--- config.mk ---
export PLATFORM = sky130hd
export DESIGN_NAME = motoro3_step_pwm_gen
export DESIGN_NICKNAME = d
export VERILOG_FILES = /design/src/rtl/motoro3_step_pwm_gen.sv
export SDC_FILE = /design/constraint.sdc
export NUM_CORES = 1
export LEC_CHECK = 0
export CORE_MARGIN = 5
export CORE_UTILIZATION = 65
export DETAILED_ROUTE_END_ITERATION = 10
export GPL_ROUTABILITY_DRIVEN = 1
export PLACE_DENSITY = 0.87
export SLEW_MARGIN = 20
export SYNTH_ARGS = -nofsm -noshare
export SYNTH_HDL_FRONTEND = slang
export SYNTH_SLANG_ARGS = --single-unit
--- constraint.sdc ---
create_clock -name clk -period 9.7 [get_ports clk]
set_input_delay 1.94 -clock clk [delete_from_list [all_inputs] [get_ports clk]]
set_output_delay 1.94 -clock clk [all_outputs]
set_load 0.005 [all_outputs]
--- src/rtl/motoro3_step_pwm_gen.sv ---
// Six-step commutation gate driver for a 3-phase motor: a step timer walks the
// commutation table, and a PWM counter chops the active high-side switch with dead time.
module motoro3_step_pwm_gen #(
    parameter int unsigned DEAD_CLK  = 4,
    parameter logic [24:0] SPEED_MIN = 25'd8
) (
    input  logic        clk,
    input  logic        nRst,
    input  logic [24:0] m3r_stepCNT_speedSET,
    input  logic [7:0]  m3r_power_percent,
    input  logic [11:0] m3r_pwmLenWant,
    input  logic [11:0] m3r_pwmMinMask,
    input  logic        m3_enable,
    output logic        m3_uH,
    output logic        m3_uL,
    output logic        m3_vH,
    output logic        m3_vL,
    output logic        m3_wH,
    output logic        m3_wL,
    output logic [2:0]  m3_stepIdx,
    output logic        m3_stepPulse
);

    localparam int unsigned DW = $clog2(DEAD_CLK + 1);

    typedef enum logic [1:0] {
        ST_IDLE,
        ST_DEAD,
        ST_RUN
    } state_t;

    state_t        state_q, state_d;
    logic [DW-1:0] dead_q, dead_d;
    logic [24:0]   step_q, step_d;
    logic [2:0]    idx_q, idx_d;
    logic          pulse_q, pulse_d;
    logic [11:0]   pwm_q, pwm_d;
    logic [11:0]   len_q, len_d;
    logic [11:0]   on_q, on_d;
    logic [5:0]    gate_q, gate_d;

    logic [24:0]   speed_l;
    logic [11:0]   len_l;
    logic [11:0]   prod;
    logic [11:0]   on_calc;
    logic          tc;
    logic          hi_on;

    assign speed_l = (m3r_stepCNT_speedSET < SPEED_MIN) ? SPEED_MIN : m3r_stepCNT_speedSET;
    assign len_l   = (m3r_pwmLenWant < 12'd2) ? 12'd2 : m3r_pwmLenWant;
    assign prod    = 12'((20'(len_l) * 20'(m3r_power_percent)) >> 8);

    // A mask of half the period or more leaves no room for both a minimum pulse and gap.
    always_comb begin
        on_calc = prod;
        if (m3r_pwmMinMask != 12'd0) begin
            if ((m3r_pwmMinMask >= (len_l >> 1)) || (prod < m3r_pwmMinMask)) begin
                on_calc = '0;
            end else if (prod > (len_l - m3r_pwmMinMask)) begin
                on_calc = len_l - m3r_pwmMinMask;
            end
        end
    end

    assign tc = (state_q != ST_IDLE) && (step_q == 25'd1);

    always_comb begin
        state_d = state_q;
        dead_d  = dead_q;
        step_d  = step_q;
        idx_d   = idx_q;
        pulse_d = 1'b0;
        case (state_q)
            ST_IDLE: begin
                if (m3_enable) begin
                    state_d = ST_DEAD;
                    dead_d  = '0;
                    step_d  = speed_l;
                end
            end
            ST_DEAD, ST_RUN: begin
                if (tc) begin
                    state_d = ST_DEAD;
                    dead_d  = '0;
                    step_d  = speed_l;
                    idx_d   = (idx_q == 3'd5) ? 3'd0 : idx_q + 3'd1;
                    pulse_d = 1'b1;
                end else begin
                    step_d = step_q - 25'd1;
                    if (state_q == ST_DEAD) begin
                        if (dead_q == DW'(DEAD_CLK - 1)) begin
                            state_d = ST_RUN;
                        end else begin
                            dead_d = dead_q + 1'b1;
                        end
                    end
                end
            end
            default: state_d = ST_IDLE;
        endcase
        if (!m3_enable) begin
            state_d = ST_IDLE;
            dead_d  = '0;
            step_d  = '0;
            idx_d   = '0;
            pulse_d = 1'b0;
        end
    end

    // Period settings are latched on every edge that lands the counter on 0.
    always_comb begin
        pwm_d = '0;
        if ((state_q == ST_RUN) && (state_d == ST_RUN)) begin
            pwm_d = (pwm_q >= len_q - 12'd1) ? 12'd0 : pwm_q + 12'd1;
        end
        len_d = len_q;
        on_d  = on_q;
        if (pwm_d == 12'd0) begin
            len_d = len_l;
            on_d  = on_calc;
        end
    end

    assign hi_on = (pwm_q < on_q);

    // gate bit order: {uH, uL, vH, vL, wH, wL}
    always_comb begin
        gate_d = '0;
        if ((state_q == ST_RUN) && m3_enable) begin
            case (idx_q)
                3'd0: gate_d = {hi_on, 1'b0, 1'b0, 1'b1, 1'b0, 1'b0};
                3'd1: gate_d = {hi_on, 1'b0, 1'b0, 1'b0, 1'b0, 1'b1};
                3'd2: gate_d = {1'b0, 1'b0, hi_on, 1'b0, 1'b0, 1'b1};
                3'd3: gate_d = {1'b0, 1'b1, hi_on, 1'b0, 1'b0, 1'b0};
                3'd4: gate_d = {1'b0, 1'b1, 1'b0, 1'b0, hi_on, 1'b0};
                3'd5: gate_d = {1'b0, 1'b0, 1'b0, 1'b1, hi_on, 1'b0};
                default: gate_d = '0;
            endcase
        end
    end

    always_ff @(posedge clk or negedge nRst) begin
        if (!nRst) begin
            state_q <= ST_IDLE;
            dead_q  <= '0;
            step_q  <= '0;
            idx_q   <= '0;
            pulse_q <= 1'b0;
            pwm_q   <= '0;
            len_q   <= '0;
            on_q    <= '0;
            gate_q  <= '0;
        end else begin
            state_q <= state_d;
            dead_q  <= dead_d;
            step_q  <= step_d;
            idx_q   <= idx_d;
            pulse_q <= pulse_d;
            pwm_q   <= pwm_d;
            len_q   <= len_d;
            on_q    <= on_d;
            gate_q  <= gate_d;
        end
    end

    assign {m3_uH, m3_uL, m3_vH, m3_vL, m3_wH, m3_wL} = gate_q;
    assign m3_stepIdx   = idx_q;
    assign m3_stepPulse = pulse_q;

endmodule

=== Word-level counts from Yosys, hierarchy flattened ===
Index checks and enable logic that the tools add are counted.

* Register bits after elaboration: 76
* Logic and storage cells: 79

* Add/sub/neg operators: 6
* $mul: 1
* $lt $le $gt $ge: 7
* Equal/unequal tests: 15
* Multiplexer cells: 29
* Reductions and logical operators: 12

{| class="wikitable"
|+ Operators by type and width
! operator !! count
|-
| 25-bit 2-to-1 mux || 3
|-
| 12-bit 2-to-1 mux || 6
|-
| 25-bit case mux with 2 select lines || 1
|-
| 6-bit case mux with 6 select lines || 1
|-
| 25-bit by 1-bit == test with 1-bit output (second input constant) || 1
|-
| 25-bit by 4-bit less-than comparator with 1-bit output (second input constant) || 1
|-
| 25-bit by 1-bit subtractor with 25-bit output (second input constant) || 1
|-
| 12-bit less-than comparator || 2
|-
| 3-bit 2-to-1 mux || 8
|-
| 12-bit by 8-bit multiplier with 20-bit output || 1
|-
| 12-bit by 1-bit adder with 12-bit output (second input constant) || 1
|-
| 12-bit by 11-bit >= comparator with 1-bit output || 1
|-
| 12-bit >= comparator || 1
|-
| 12-bit > comparator || 1
|-
| 12-bit zero test || 1
|-
| 12-bit by 2-bit less-than comparator with 1-bit output (second input constant) || 1
|-
| 12-bit nonzero test || 1
|-
| 12-bit by 1-bit subtractor with 12-bit output (second input constant) || 1
|-
| 12-bit subtractor || 1
|-
| 3-bit by 2-bit == test with 1-bit output (second input constant) || 3
|-
| 2-bit 2-to-1 mux || 4
|-
| 4-bit != test (second input constant) || 2
|-
| 3-bit by 1-bit adder with 3-bit output (second input constant) || 2
|-
| 3-bit == test (second input constant) || 2
|-
| 17 further kinds || 23
|}

=== Logic depth before layout (Yosys ltp) ===
Gate-level depths: netlist (run 1).

* Depth after elaboration: 10
* Mapped depth: 35
* Depth with buffers taken out: 33

=== Least setup slack after synthesis (run 1) ===
No wires, ideal clock.

* Path kind: input port to flip-flop
* Start point: input m3r_pwmLenWant[11]
* End point: register on_q[11]
* Library setup time: 0.135 ns
* Arrival time: 8.681 ns
* Setup slack: 0.885 ns
* Cell stages on the path: 31
* Buffers on the path: 2
* Path through: clkbuf_1 nor4_1 nand3_1 nand2b_1 inv_1 nor2b_1 fa_1 fa_1 fa_1 inv_1 fa_1 inv_1 ha_1 o21ai_0 nor4_1 o21ai_0 nand2_1 a31oi_1 o21ba_2 xnor2_1 inv_1 ha_1 a21oi_1 o21ai_0 a211o_1 or3_1 nand3b_1 nor3b_1 a211oi_1 buf_2 o211ai_1

* Word-level cells in the longest chain between the ends: 7

{| class="wikitable"
|+ Ends and longest elaborated chain
! element !! line !! source
|-
| start: declaration || 11 || <nowiki>input logic [11:0] m3r_pwmLenWant,</nowiki>
|-
| 12-bit by 2-bit less-than comparator with 1-bit output (*) || 50 || <nowiki>assign len_l = (m3r_pwmLenWant < 12'd2) ? 12'd2 : m3r_pwmLenWant;</nowiki>
|-
| 12-bit 2-to-1 mux (*) || 50 ||
|-
| named net len_l[1] || 43 || <nowiki>logic [11:0] len_l;</nowiki>
|-
| 12-bit by 8-bit multiplier with 20-bit output or 12-bit subtractor (tied branches) || 51, 59, 60 ||
|-
| 12-bit > comparator or 12-bit less-than comparator (tied branches) || 59, 57 ||
|-
| 12-bit 2-to-1 mux or 1-bit logical OR (tied branches) || 59, 57 ||
|-
| 12-bit 2-to-1 mux || 57 || <nowiki>if ((m3r_pwmMinMask >= (len_l >> 1)) || (prod < m3r_pwmMinMask)) begin</nowiki>
|-
| 12-bit 2-to-1 mux (*) || 56 || <nowiki>if (m3r_pwmMinMask != 12'd0) begin</nowiki>
|-
| end signal: assignment || 161 || <nowiki>on_q <= on_d;</nowiki>
|-
| end: declaration || 39 || <nowiki>logic [11:0] on_q, on_d;</nowiki>
|}

The timed path passes the listed nets; every way through them passes the cells marked *.
A chain may end at the register's enable or synchronous reset.

=== Final worst setup path (run 1) ===
* Start point: input m3r_pwmLenWant[11]
* End point: register on_q[10]

Same word-level chain as after synthesis.

==> qor_table.md, run 1 <==
| Stage | Quantity | Reported |
|:---|:---|:---|
| run status | Status | complete, no violations |
| yosys | Netlist area before placement | 0.009336 mm^2 |
| setup path | Slowest-stage cell, CP | sky130_fd_sc_hd__a22oi_1 |
| routing | Count of antenna-violating nets left after detailed routing | 0 |
| sta | Transition at the pin with the smallest max-transition slack | 0.9801 ns |
| sta | Final setup skew | 0.01020 ns |
| setup path | Slowest stage delay, CP | 0.83 ns |
| clock network | TritonCTS clock tree | done |
| yosys | Synth warnings | 0 |
| sta | Minimum period implied by the final worst setup slack | 9.262 ns |
| sta | Rel. slew slack | 34.66% |
| cells and area | Layout cell share with drive strength beyond 1 | 4.538% |
| setup path | Launch point of the worst reg-to-reg path | len_q[7]$_DFFE_PN0N_ |
| routing | DR pass1 iterations | 6 |
| floorplan | Effective utilization at floorplan | 66.74% |
| sta | Part of the cycle the worst path needs | 95.49% |
| yosys | Syn_area_per_cell | 8.190 um^2 |
| placement | Count of input and output buffers | 69 |
| setup path | Setup slack of the most critical reg-to-reg path | 5.71 ns |
| sta | Final-layout setup total negative slack | 0 ns |
| sta | RSZ-0062 raised after global routing | no |
| sta | Count of endpoints failing setup in the final report | 0 |
| yosys | Mapped Cells | 1140 |
| clock network | Clock transition at the registers of the reported paths | 0.06 ns |
| setup path | R2R depth | 15 |
| yosys | FFs w/ async S/R, synth | 100.0% |
| cells and area | Final-stage net count | 1420 |
| grt | Antenna violations before repair | 0 |
| yosys | Post-synthesis net count | 1374 |
| grt | Total overflow reported by the global router | 0 |
| grt | Wire length of the first global-routing pass | 39.79 mm |
| floorplan | Total Die Area | 0.01686 mm^2 |
| setup path | Cell seen most often among critical-path stages | sky130_fd_sc_hd__fa_1 |
| setup path | Critical Path End Type | register |
| cells and area | Area of the multi-input gates | 0.006769 mm^2 |
| setup path | Worst setup path start | m3r_pwmLenWant[11] |
| cells and area | Filler-free cell count of the finished design | 1370 |
| yosys | Number of register bits inferred by synthesis | 76 |
| routing | Number of vias after detailed routing | 8434 |
| routing | Post-detailed-route via-to-cell ratio | 6.156 |
| floorplan | Die Height | 129.9 um |
| sta | Final count of pins violating max slew | 0 |
| sta | FMAX | 108.0 MHz |
| floorplan | Core Region | 0.01399 mm^2 |
| clock network | CTS max path bufs | 2 |
| routing | Routed WL | 23.69 mm |
| power | Power per standard cell area | 196.9 mW/mm^2 |
| clock network | Count of H-tree levels built during CTS | 3 |
| floorplan | Boundary Pins | 70 |
| yosys | Complex-gate fraction of the synthesized area | 16.40% |
| power | Leakage dissipation | 4.909 nW |
| yosys | Sequential area share after synthesis | 20.37% |
| routing | Number of DRC violations after detailed-routing iteration 0 | 746 |
| setup path | Critical Setup Path Class | primary input to register |
| placement | HPWL reported at the end of detailed placement | 18.12 mm |
| routing | Per-cell routed wire length | 17.29 um |
| setup path | Critical path data arrival time | 9.52 ns |
| floorplan | Row Count | 43 |
| cells and area | Commonest non-fill, non-tap cell in the layout | sky130_fd_sc_hd__inv_1 |
| grt | GRT Util Overall | 29.21% |
| clock network | Root buffer cell | sky130_fd_sc_hd__clkbuf_16 |
| min path | Worst Hold Class | register to register |
| grt | Vias in the first global route | 8536 |
| clock network | Number of hold buffers added after CTS | 0 |
| clock network | Clock latency of the later-clocked register in the worst-skew pair | 0.34 ns |
| yosys | Most used flip-flop cell after synthesis | sky130_fd_sc_hd__dfrtp_1 |
| yosys | Arithmetic-cell share of the synthesized area counting full adders, half adders and majority gates | 28.14% |
| job | Max-capacitance violation count | 0 |
| placement | Global placement routability congestion | 0.9589 |
| yosys | Combinational family with the most area after synthesis | adder cells |
| clock network | CTS buffer count | 9 |
| yosys | Xor/xnor cell area share of the yosys netlist | 3.940% |
| cells and area | Count of fill cells added during filler insertion | 1012 |
| setup path | Critical path launch point type | primary input |
| power | VDD IR-drop max | 0.1245 mV |
| cells and area | Area growth syn-to-layout | 13.01% |
| setup path | Worst-path fanout max | 12 |
| placement | Number of placed instances, taps included | 1354 |
| sta | Final hold vios | 0 |
| setup path | Reg2reg end | on_q[0]$_DFFE_PN0N_ |
| yosys | Number of enable flip-flop cells after synthesis | 0 |
| yosys | Post-synthesis share of cell area spent on and, or, nand and nor gates | 22.88% |
| cells and area | Seq. cell area | 0.001902 mm^2 |
| clock network | Clk sink count | 76 |
| yosys | Yosys cell types | 66 |
| setup path | Required time of the critical path | 9.95 ns |
| setup path | CP Capture Point | on_q[10]$_DFFE_PN0N_ |
| routing | Post-route DRC violation count | 0 |
| cells and area | Commonest cells after routing, fill and taps aside | sky130_fd_sc_hd__inv_1 (136), sky130_fd_sc_hd__ha_1 (114), sky130_fd_sc_hd__nor2_1 (106), sky130_fd_sc_hd__nand2_1 (76), sky130_fd_sc_hd__dfrtp_1 (76) |
| grt | Maximum number of pins on one net before global-route repair | 77 |
| floorplan | Die width | 129.9 um |
| yosys | Multiplexer share of the synthesized area | 0.5763% |
| cells and area | Antenna cell count | 0 |
## per-stage QoR
stage | utilization [%] | setup slack [ns] | power [mW] | hold slack, ns | area (um^2)
5_1_grt | 75.43 | 0.006544 | 2.269 | 0.5352 | 10550
4_1_cts | 75.22 | 0.2306 | 2.043 | 0.5040 | 10520
2_1_floorplan | - | 0.8848 | 1.339 | 0.4667 | 9336
6_report | 75.43 | 0.4377 | 2.077 | 0.4994 | 10550
3_5_place_dp | 73.09 | -0.06126 | 1.685 | 0.4910 | 10220
3_3_place_gp | 73.09 | 0.2075 | 1.636 | 0.4824 | 10220
## sequential cells by signal (all words and copies together) (netlist names)
signal        count
on_q             12
len_q            12
step_q           25
m3_stepIdx        3
m3_stepPulse      1
state_q           2
pwm_q            12
gate_q            6
dead_q            3
## repair_timing
| action | in CTS | in global routing |
|---|---|---|
| setup buffers | 0 | 1 |
| setup endpoints to repair | 0 | 12 |
| gates resized for setup | 0 | 4 |
## power breakdown
group / total (mW) / internal [mW] / switching, mW / leakage (nW)
registers: 0.368 / 0.343 / 0.0245 / 1.01
logic: 1.37 / 0.553 / 0.815 / 3.75
clock network: 0.342 / 0.206 / 0.135 / 0.145
## logic make-up (layout without fill, tap and decap cells)
family | count (synthesis) | in the layout
XOR/XNOR | 42 | 42
multiplexers | 5 | 5
AO/OA/AOI/OAI | 242 | 242
adder cells (fa/ha/maj) | 174 | 174
flip-flops | 76 | 76
buffers and inverters | 191 | 241
AND/OR/NAND/NOR | 410 | 410
## how the worst min path moves through the flow
| stage | startpoint | endpoint | slack (ns) | depth (start not counted) |
|---|---|---|---|---|
| floorplan | on_q[10]$_DFFE_PN0N_ | on_q[10]$_DFFE_PN0N_ | 0.47 | 2 |
| detailed placement | on_q[2]$_DFFE_PN0N_ | on_q[2]$_DFFE_PN0N_ | 0.49 | 2 |
| CTS | on_q[2]$_DFFE_PN0N_ | on_q[2]$_DFFE_PN0N_ | 0.50 | 2 |
| global route | on_q[3]$_DFFE_PN0N_ | on_q[3]$_DFFE_PN0N_ | 0.54 | 2 |
| global placement | on_q[4]$_DFFE_PN0N_ | on_q[4]$_DFFE_PN0N_ | 0.48 | 2 |
| finish | on_q[2]$_DFFE_PN0N_ | on_q[2]$_DFFE_PN0N_ | 0.50 | 2 |
## synth_stat cells (6+ instances only)
cell / n / area share (%)
sky130_fd_sc_hd__nor3b_1: 8 / 0.64
sky130_fd_sc_hd__ha_1: 114 / 15
sky130_fd_sc_hd__nand4_1: 14 / 0.94
sky130_fd_sc_hd__a21oi_1: 47 / 2.5
sky130_fd_sc_hd__nor3_1: 27 / 1.4
sky130_fd_sc_hd__nor2_1: 106 / 4.3
sky130_fd_sc_hd__and2_1: 75 / 5.0
sky130_fd_sc_hd__nand2_1: 76 / 3.1
sky130_fd_sc_hd__inv_1: 136 / 5.5
sky130_fd_sc_hd__o21ai_0: 75 / 4.0
sky130_fd_sc_hd__a211oi_1: 13 / 1.0
sky130_fd_sc_hd__and3_1: 9 / 0.60
sky130_fd_sc_hd__a31oi_1: 10 / 0.67
sky130_fd_sc_hd__fa_1: 60 / 13
sky130_fd_sc_hd__dfrtp_1: 76 / 20
sky130_fd_sc_hd__clkbuf_1: 51 / 2.1
sky130_fd_sc_hd__o21a_1: 9 / 0.72
sky130_fd_sc_hd__a21o_1: 18 / 1.4
sky130_fd_sc_hd__or4_1: 6 / 0.48
sky130_fd_sc_hd__nand3_1: 17 / 0.91
sky130_fd_sc_hd__nor4_1: 20 / 1.3
sky130_fd_sc_hd__xnor2_1: 21 / 2.0
sky130_fd_sc_hd__nor2b_1: 13 / 0.87
sky130_fd_sc_hd__nand2b_1: 12 / 0.80
sky130_fd_sc_hd__xor2_1: 21 / 2.0
sky130_fd_sc_hd__o211ai_1: 31 / 2.5
## critical path: cells and delay by family
family	cells	cell delay [ns]
adders and majority gates	6	2.75
AOI/OAI and AO/OA	9	2.21
and+or+nand+nor	9	1.54
buffers and inverters	3	0.75
xor gates and xnor gates	1	0.34
## metal layers
metal  GRT usage [%]  share of wire [%]  vias up
met5               0                  0        -
met4           11.12                3.6        0
met3           4.871                7.1       76
met2           52.17                 49      350
met1           35.34                 40     4016
li1                -                  -     3992
## layout make-up
type	instances	area share, %
clock buffer	10	2.265
clock inverter	5	0.5692
inverter	136	4.838
multi-input combinational	873	64.15
sequential	76	18.02
tap	180	2.134
timing repair buffer	90	8.016
(Power assumes the default switching activity.)
==> inputs of run 2 (changes only) <==
--- a/config.mk
+++ b/config.mk
@@ -7,6 +7,7 @@
 export LEC_CHECK = 0
 export CORE_MARGIN = 5
 export CORE_UTILIZATION = 65
+export CTS_BUF_LIST = sky130_fd_sc_hd__clkbuf_4 sky130_fd_sc_hd__clkbuf_8
 export DETAILED_ROUTE_END_ITERATION = 10
 export GPL_ROUTABILITY_DRIVEN = 1
 export PLACE_DENSITY = 0.87
==> qor_table.md, run 2 (same netlist as run 1, synthesis figures left out) <==
| Stage | Quantity | Reported | Delta |
|:---|:---|:---|:---|
| cells and area | Finished Core Util | 74.64% | -0.79 points |
| setup path | Critical Path End Type | register |  |
| routing | Count of antenna-violating nets left after detailed routing | 0 | unchanged |
| floorplan | Boundary Pins | 70 | unchanged |
| run status | Status | complete, no violations |  |
| setup path | Critical path data arrival time | 9.44 ns | -0.08 ns |
| grt | Antenna violations before repair | 0 | unchanged |
| setup path | CP Capture Point | on_q[0]$_DFFE_PN0N_ |  |
| cells and area | Commonest cells after routing, fill and taps aside | sky130_fd_sc_hd__inv_1 (136), sky130_fd_sc_hd__ha_1 (114), sky130_fd_sc_hd__nor2_1 (106), sky130_fd_sc_hd__nand2_1 (76), sky130_fd_sc_hd__dfrtp_1 (76) |  |
| routing | Number of DRC violations after detailed-routing iteration 0 | 844 | +13% |
| grt | Maximum number of pins on one net before global-route repair | 77 | unchanged |
| cells and area | Flip-flop count of the largest register after layout | 25 | unchanged |
| power | VDD IR-drop max | 0.1258 mV | +1.0% |
| grt | Total overflow reported by the global router | 0 | unchanged |
| routing | Post-detailed-route via-to-cell ratio | 6.128 | -0.46% |
| cells and area | Antenna cell count | 0 | unchanged |
| sta | Final setup skew | 0.01378 ns | +0.003585 ns |
| routing | Number of vias after detailed routing | 8395 | -0.46% |
| grt | GRT Util Overall | 28.53% | -0.69 points |
| job | Max-capacitance violation count | 0 | unchanged |
| clock network | CTS buffer count | 9 | unchanged |
| clock network | Clock latency of the later-clocked register in the worst-skew pair | 0.36 ns | +0.02 ns |
| clock network | Clock transition at the registers of the reported paths | 0.09 ns | +0.03 ns |
| setup path | Critical Setup Path Class | primary input to register |  |
| cells and area | Area growth syn-to-layout | 11.83% |  |
| floorplan | Die Height | 129.9 um | unchanged |
| placement | HPWL reported at the end of detailed placement | 18.12 mm | unchanged |
| floorplan | Effective utilization at floorplan | 66.74% | unchanged |
| sta | Rel. slew slack | 34.94% | +0.28 points |
| setup path | Launch point of the worst reg-to-reg path | len_q[7]$_DFFE_PN0N_ |  |
| placement | Global placement routability congestion | 0.9589 | unchanged |
| floorplan | Core Region | 0.01399 mm^2 | unchanged |
| grt | Vias in the first global route | 8381 | -1.8% |
| power | Overall power of the completed layout | 1.967 mW | -5.3% |
| routing | Per-cell routed wire length | 16.83 um | -2.7% |
| floorplan | Total Die Area | 0.01686 mm^2 | unchanged |
| setup path | Worst-path fanout max | 12 | unchanged |
| cells and area | Register name with the most flops | step_q |  |
| setup path | Slowest-stage cell, CP | sky130_fd_sc_hd__clkdlybuf4s50_1 |  |
| power | Leakage dissipation | 4.854 nW | -1.1% |
| clock network | Root buffer cell | sky130_fd_sc_hd__clkbuf_8 |  |
| clock network | Count of H-tree levels built during CTS | 3 | unchanged |
| routing | Post-route DRC violation count | 0 | unchanged |
| grt | Wire length of the first global-routing pass | 38.96 mm | -2.1% |
| placement | Count of input and output buffers | 69 | unchanged |
| sta | RSZ-0062 raised after global routing | no |  |
| cells and area | Commonest non-fill, non-tap cell in the layout | sky130_fd_sc_hd__inv_1 |  |
| setup path | R2R depth | 15 | unchanged |
| placement | Number of placed instances, taps included | 1354 | unchanged |
| sta | Final count of pins violating max slew | 0 | unchanged |
| cells and area | Layout cell share with drive strength beyond 1 | 4.538% | unchanged |
| routing | Routed WL | 23.06 mm | -2.7% |
| setup path | Required time of the critical path | 9.93 ns | -0.02 ns |
| setup path | Reg2reg end | on_q[0]$_DFFE_PN0N_ |  |
| floorplan | Die width | 129.9 um | unchanged |
| clock network | CTS max path bufs | 2 | unchanged |
| cells and area | Count of fill cells added during filler insertion | 1042 | +3.0% |
| cells and area | Final-stage net count | 1420 | unchanged |
| setup path | Slowest stage delay, CP | 0.55 ns | -0.28 ns |
| routing | DR pass1 iterations | 5 | -1 |
| sta | Transition at the pin with the smallest max-transition slack | 0.9759 ns | -0.004245 ns |
| cells and area | Filler-free cell count of the finished design | 1370 | unchanged |
| floorplan | Row Count | 43 | unchanged |
| clock network | TritonCTS clock tree | done |  |
| min path | Worst Hold Class | register to register |  |
| clock network | Clk sink count | 76 | unchanged |
| sta | Count of endpoints failing setup in the final report | 0 | unchanged |
| setup path | Worst setup path start | m3r_pwmLenWant[11] |  |
| sta | Part of the cycle the worst path needs | 94.96% | -0.53 points |
| setup path | Cell seen most often among critical-path stages | sky130_fd_sc_hd__fa_1 |  |
| power | Power per standard cell area | 188.3 mW/mm^2 | -4.3% |
| sta | FMAX | 108.6 MHz | +0.56% |
| setup path | Setup slack of the most critical reg-to-reg path | 5.74 ns | +0.03 ns |
| sta | Final hold vios | 0 | unchanged |
| sta | Minimum period implied by the final worst setup slack | 9.211 ns | -0.05130 ns |
| setup path | Critical path launch point type | primary input |  |
[run 2: cell counts in the layout (fill, tap and decap cells not counted)]
Identical to the previous run, type by type.
[run 2: final cells by class]
cell class / instances / area [um^2] / area share (%)
timing repair buffer: 90 / 845.8 / 8.101
sequential: 76 / 1902 / 18.21
clock inverter: 5 / 60.06 / 0.5752
multi-input combinational: 873 / 6760 / 64.75
tap: 180 / 225.2 / 2.157
inverter: 136 / 510.5 / 4.889
clock buffer: 10 / 137.6 / 1.318
[run 2: layer usage]
metal	GRT usage [%]	routed length, um	vias to the layer above
li1	-	-	3987
met1	35.09	9423	4012
met2	50.80	11310	325
met3	3.930	1556	71
met4	11.00	768	0
met5	0	0	-
[run 2: worst max-delay path: cells and delay by family]
kind                     cells  cell delay, ns
adder cells (fa/ha/maj)      6            2.65
AND/OR/NAND/NOR             10            1.91
AO/OA/AOI/OAI                7            1.44
buffers and inverters        5            1.04
multiplexers                 1            0.43
[run 2: worst min-delay path by stage]
stage                    startpoint                    to  slack, ns  depth (start not counted)
3_5_place_dp    on_q[2]$_DFFE_PN0N_   on_q[2]$_DFFE_PN0N_       0.49                          2
3_3_place_gp    on_q[4]$_DFFE_PN0N_   on_q[4]$_DFFE_PN0N_       0.48                          2
6_report        on_q[2]$_DFFE_PN0N_   on_q[2]$_DFFE_PN0N_       0.51                          2
2_1_floorplan  on_q[10]$_DFFE_PN0N_  on_q[10]$_DFFE_PN0N_       0.47                          2
5_1_grt         on_q[3]$_DFFE_PN0N_   on_q[3]$_DFFE_PN0N_       0.54                          2
4_1_cts         on_q[2]$_DFFE_PN0N_   on_q[2]$_DFFE_PN0N_       0.51                          2
[run 2: timing repair]
item,CTS,global route
gates resized for setup,0,2
setup endpoints to repair,0,12
buffers inserted,0,1
hold buffers,0,0
[run 2: power by group]
part | total, mW | leakage (nW) | switching [mW] | internal (mW)
combinational | 1.35 | 3.74 | 0.799 | 0.551
sequential | 0.367 | 1.01 | 0.0246 | 0.343
clock | 0.249 | 0.0992 | 0.123 | 0.126
[run 2: through the flow]
step | area [um^2] | TNS, ns | hold WS, ns | setup slack, ns
2_1_floorplan | 9336 | 0 | 0.4667 | 0.8848
3_3_place_gp | 10220 | 0 | 0.4824 | 0.2075
3_5_place_dp | 10220 | -0.5458 | 0.4910 | -0.06126
4_1_cts | 10420 | 0 | 0.5075 | 0.2985
5_1_grt | 10440 | 0 | 0.5426 | 0.008098
6_report | 10440 | 0 | 0.5083 | 0.4890
==> inputs of run 3 (changes only) <==
--- a/config.mk
+++ b/config.mk
@@ -8,6 +8,7 @@
 export CORE_MARGIN = 5
 export CORE_UTILIZATION = 65
 export CTS_BUF_LIST = sky130_fd_sc_hd__clkbuf_4 sky130_fd_sc_hd__clkbuf_8
+export CTS_CLUSTER_DIAMETER = 80
 export DETAILED_ROUTE_END_ITERATION = 10
 export GPL_ROUTABILITY_DRIVEN = 1
 export PLACE_DENSITY = 0.87
==> results of run 3 <==
Same layout as run 2: the final DEF is identical, and so are final timing and power.
